<file path="config.mk">
export PLATFORM = sky130hd
export DESIGN_NAME = johnson_decoder
export DESIGN_NICKNAME = d
export VERILOG_FILES = /design/src/rtl/johnson_pkg.sv /design/src/rtl/johnson_code_decode.sv /design/src/rtl/johnson_decoder.sv
export SDC_FILE = /design/constraint.sdc
export NUM_CORES = 1
export LEC_CHECK = 0
export CORE_MARGIN = 2
export CORE_UTILIZATION = 30
export CTS_CLUSTER_DIAMETER = 150
export DETAILED_ROUTE_END_ITERATION = 10
export SYNTH_ARGS = -nofsm -noshare
export SYNTH_HDL_FRONTEND = slang
export SYNTH_HIERARCHICAL = 1
export SYNTH_SLANG_ARGS = --single-unit
</file>
<file path="constraint.sdc">
create_clock -name clk -period 2.3 [get_ports clk]
set_input_delay 0.46 -clock clk [delete_from_list [all_inputs] [get_ports clk]]
set_output_delay 0.46 -clock clk [all_outputs]
set_load 0.02 [all_outputs]
</file>
<file path="src/rtl/johnson_pkg.sv">
// Shared constants and types for Johnson-code consumers.
package johnson_pkg;

  localparam int JC_W      = 8;
  localparam int JC_STATES = 16;
  localparam int JC_CW     = 4;

  typedef enum logic [1:0] {
    HUNT   = 2'd0,
    CHECK  = 2'd1,
    LOCKED = 2'd2
  } jc_state_t;

endpackage

</file>
<file path="src/rtl/johnson_code_decode.sv">
// Combinational Johnson code checker and decoder: code word -> legal flag and state index.
import johnson_pkg::*;

module johnson_code_decode (
  input  logic [JC_W-1:0]  in_code,
  output logic             legal,
  output logic [JC_CW-1:0] count
);

  logic [JC_CW-1:0] ones;
  logic [JC_CW-1:0] edges;

  // Legal codes have at most one bit-to-bit transition; index comes from popcount and the top bit.
  always_comb begin
    ones  = '0;
    edges = '0;
    for (int unsigned i = 0; i < JC_W; i++) begin
      ones = ones + JC_CW'(in_code[i]);
    end
    for (int unsigned i = 0; i < JC_W - 1; i++) begin
      edges = edges + JC_CW'(in_code[i] ^ in_code[i+1]);
    end
    legal = (edges <= JC_CW'(1));
    if (in_code[JC_W-1] || (ones == '0)) begin
      count = ones;
    end else begin
      // 16 - p wraps naturally in 4 bits
      count = '0 - ones;
    end
  end

endmodule

</file>
<file path="src/rtl/johnson_decoder.sv">
// Johnson code stream receiver: decode, sequence check, lock FSM and error counter.
import johnson_pkg::*;

module johnson_decoder #(
  parameter int LOCK_CNT = 4,
  parameter int ERR_W    = 8
) (
  input  logic             clk,
  input  logic             rst,
  input  logic             in_valid,
  input  logic [JC_W-1:0]  in_code,
  input  logic             err_clr,
  output logic             out_valid,
  output logic [JC_CW-1:0] out_count,
  output logic             code_err,
  output logic             seq_err,
  output logic             locked,
  output logic [ERR_W-1:0] err_cnt
);

  localparam logic [JC_CW-1:0] LOCK_V = JC_CW'(LOCK_CNT);

  jc_state_t        state;
  logic [JC_CW-1:0] ref_q;
  logic [JC_CW-1:0] run_q;

  logic             legal;
  logic [JC_CW-1:0] count;
  logic [JC_CW-1:0] ref_inc;
  logic [JC_CW-1:0] run_inc;
  logic             in_seq;
  logic             err_event;

  johnson_code_decode u_dec (
    .in_code (in_code),
    .legal   (legal),
    .count   (count)
  );

  // Sequence comparison and error detection for the current sample.
  always_comb begin
    ref_inc   = ref_q + JC_CW'(1);
    run_inc   = run_q + JC_CW'(1);
    in_seq    = (count == ref_inc);
    err_event = in_valid && (!legal || ((state != HUNT) && !in_seq));
  end

  // Lock FSM with registered outputs.
  always_ff @(posedge clk or posedge rst) begin
    if (rst) begin
      state     <= HUNT;
      ref_q     <= '0;
      run_q     <= '0;
      out_valid <= 1'b0;
      out_count <= '0;
      code_err  <= 1'b0;
      seq_err   <= 1'b0;
      locked    <= 1'b0;
    end else begin
      out_valid <= in_valid;
      code_err  <= 1'b0;
      seq_err   <= 1'b0;
      if (in_valid) begin
        if (!legal) begin
          out_count <= '0;
          code_err  <= 1'b1;
          run_q     <= '0;
          state     <= HUNT;
          locked    <= 1'b0;
        end else begin
          out_count <= count;
          ref_q     <= count;
          case (state)
            HUNT: begin
              run_q  <= '0;
              state  <= CHECK;
              locked <= 1'b0;
            end
            default: begin
              if (!in_seq) begin
                seq_err <= 1'b1;
                run_q   <= '0;
                state   <= CHECK;
                locked  <= 1'b0;
              end else if (state == CHECK) begin
                run_q <= run_inc;
                if (run_inc == LOCK_V) begin
                  state  <= LOCKED;
                  locked <= 1'b1;
                end
              end
            end
          endcase
        end
      end
    end
  end

  // Saturating error counter; clear wins over a simultaneous increment.
  always_ff @(posedge clk or posedge rst) begin
    if (rst) begin
      err_cnt <= '0;
    end else if (err_clr) begin
      err_cnt <= '0;
    end else if (err_event && (err_cnt != '1)) begin
      err_cnt <= err_cnt + ERR_W'(1);
    end
  end

endmodule

</file>
==> impl_metrics.toml <==
[pwr]
powerDensity_nw_per_um2 = 915
p_leak_nw = 1.32
finalPower_mw = 2.63
irDropWorstVdd_v = 0.000573

[global_route]
overflow = 0
grt_pass1_wl_um = 7900
antenna_found_initial = 0
grt_pass1_vias = 1713
grt_usage = 0.134
grt_max_degree = 26

[die]
start_util = 0.306
ios = 28
rows = 29
core_um2 = 6240
die_area_um2 = 7010
die_h_um = 83.8
chipWidth_um = 83.8

[min_path]
hold_end = "out_count[3]"
hold_path.class = "flop to flop"
worstHoldStart = "out_count[3]"
holdPathStages = 2

[clocking]
clk_pin_slew_ns = 0.09
htree_levels = 1
numCtsBuffers = 3
cts_tree = "built"
clock-root-buffer = "clkbuf_8"
clk_latency_ns = 0.27
cts_hold_buffers = 0
cts_sinks = 25
clockBufferDepth = 2

[drt]
wirelength_um = 4590
dr.pass1.iters = 4
avgViaCountPerCell = 4.89
wl_per_cell_um = 13.2
drtAntennaViolNets = 0
drc_errors = 0
drt_iter0_drc = 69
via_count = 1702

[timing]
period_share = 2.04
slew_viol_final = 0
finalSetupTns_ns = -44.25
rsz0062_at_grt = "yes"
relSlewSlack = 0.654
tightest_slew_ns = 0.517
max_freq_mhz = 214
skew_ns = 0.00411
finalHoldViolCount = 0
fin_crit_ns = 4.68
setup_slack_ns = -2.38
finalSetupViolCount = 24

[synthesis]
ys.flop_type = "dfrtp_1"
synth-simple-area-share = 0.237
ys_seq_area_frac = 0.328
synth.mux.area_fraction = 0.0407
yosys_warnings = 6
synth.net_count = 242
syn_area_per_cell_um2 = 9.04
ys_types = 47
synth_edf_count = 0
ys_seq_elements = 25
synth_compound_area_frac = 0.0970
synth_xor_area_frac = 0.0754
synth_top_family_by_area = "simple AND/OR/NAND/NOR gates"
synth_fa_ha_area_frac = 0.152
synth_area_um2 = 1910
async_flop_share = 1.00
netlist_instances = 211

[final_layout]
fin_area_um2 = 2880
layout_common_cells = "27 x inv_1, 26 x buf_4, 25 x dfrtp_1"
diodes = 0
fillerInstances = 598
syn_to_final_growth_pct = 50.8
fin_nets = 303
final_cells = 348
drive_gt1_frac = 0.343
layout_commonest_cell = "inv_1"

[worst_setup_path]
required_ns = 2.46
cp_max_fo = 5
cp-startpoint = "in_code[0]"
rrSetupSlack_ns = 0.31
endpoint_kind = "flop"
reg2reg_depth = 7
worstSetupPathType = "primary input to flop"
worst_path_max_delay_cell = "fa_1"
crit_arrival_ns = 4.85
cpPeakStageDelay_ns = 0.53
startpoint_type = "primary input"
worst_r2r_endpoint = "err_cnt[0]"
path_cells = "buf_6 > fa_1 > inv_1 > fa_1 > fa_1 > inv_1 > ha_2 > inv_2 > fa_2 > ha_4 > buf_6 > nor2b_4 > a222oi_1 > nand3_2 > xnor2_2 > nand3_2 > nor3_4 > buf_6 > nor3b_4 > mux2_4"
worstReg2RegStart = "ref_q[0]"

[place]
gp_congestion = 0.810
place_ws_ns = -2.99
dp_cells = 333
portBuffers = 27
hpwl_um = 3140
placed_area_um2 = 2490

[run_status]
status = "complete, but fails checks"
violations = "setup timing"

[run]
cap_viol_max_count = 0
-- power breakdown --
group / switching (mW) / leakage, nW / total (mW) / internal, mW
clock: 0.142 / 0.0228 / 0.266 / 0.124
sequential: 0.0939 / 0.334 / 0.626 / 0.532
combinational: 0.848 / 0.963 / 1.74 / 0.893
total: 1.08 / 1.32 / 2.63 / 1.55
-- cell usage after synthesis, drive strengths merged, types with 2 or more instances --
library cell | number | area share
nand3b | 2 | 0.0079
mux2 | 6 | 0.035
nor4 | 3 | 0.0098
ha | 12 | 0.079
xor2 | 6 | 0.028
nand4 | 3 | 0.0098
nor3b | 2 | 0.010
nand2 | 19 | 0.037
xnor2 | 7 | 0.036
nor3 | 7 | 0.024
a21o | 2 | 0.0079
and2 | 2 | 0.0066
inv | 29 | 0.057
fa | 7 | 0.073
o22ai | 3 | 0.0098
a22oi | 2 | 0.0079
clkbuf | 6 | 0.012
nor2 | 14 | 0.028
nor2b | 9 | 0.030
a21oi | 3 | 0.0079
nand3 | 11 | 0.031
o21ai | 10 | 0.026
dfrtp | 25 | 0.33
nand2b | 4 | 0.013
-- through the flow --
step | util | hold WS (ns)
after floorplan | - | 0.468
final | 0.461 | 0.519
after global placement | 0.400 | 0.496
after global routing | 0.461 | 0.555
after CTS | 0.427 | 0.530
after detailed placement | 0.400 | 0.505
-- cell type report --
type / count / area (µm²) / share of cell area
clock buffer: 4 / 45.0 / 0.0157
multi-input combinational: 151 / 1440 / 0.499
timing repair buffer: 62 / 567 / 0.197
tap: 77 / 96.3 / 0.0335
sequential: 25 / 626 / 0.217
inverter: 29 / 109 / 0.0378
-- metal layers --
layer  vias to the layer above  part of all wire  GRT usage
met5                         -                 0          0
met4                         0            0.0065     0.0352
met3                         2             0.016     0.0178
met2                        16              0.53      0.230
met1                       855              0.45      0.177
li1                        829                 -          -
-- worst max-delay path: cells and delay by family --
kind	cells	cell delay, ns
and+or+nand+nor	5	0.69
muxes	1	0.30
buffers and inverters	6	0.54
AOI/OAI and AO/OA	1	0.40
adders and majority gates	6	2.29
xor gates and xnor gates	1	0.16
-- cells by family (layout without fill, tap and decap cells) --
kind of cell / count (synthesis) / count (layout)
AOI/OAI and AO/OA: 28 / 28
xor gates and xnor gates: 14 / 14
adders and majority gates: 19 / 19
buffers and inverters: 35 / 95
DFF: 25 / 25
muxes: 7 / 7
and+or+nand+nor: 83 / 83
-- how the worst max path moves through the flow --
stage                      end  slack, ns
floorplan           err_cnt[4]      -2.26
global placement    err_cnt[4]      -2.93
detailed placement  err_cnt[6]      -2.99
CTS                 err_cnt[0]      -2.45
global route        err_cnt[0]      -2.50
finish              err_cnt[0]      -2.38
-- sequential cells by signal, indices dropped and copies added, names as in the netlist --
name,flops
err_cnt,8
out_count,4
ref_q,4
run_q,4
code_err,1
locked,1
out_valid,1
seq_err,1
state,1
-- timing repair --
item | CTS | global route
pin swaps | 12 | 25
gates resized for setup | 32 | 50
gates cloned | 1 | 0
setup buffers | 4 | 10
setup endpoints to repair | 24 | 24
hold endpoints to repair | 0 | 0
(Power assumes the default switching activity.)
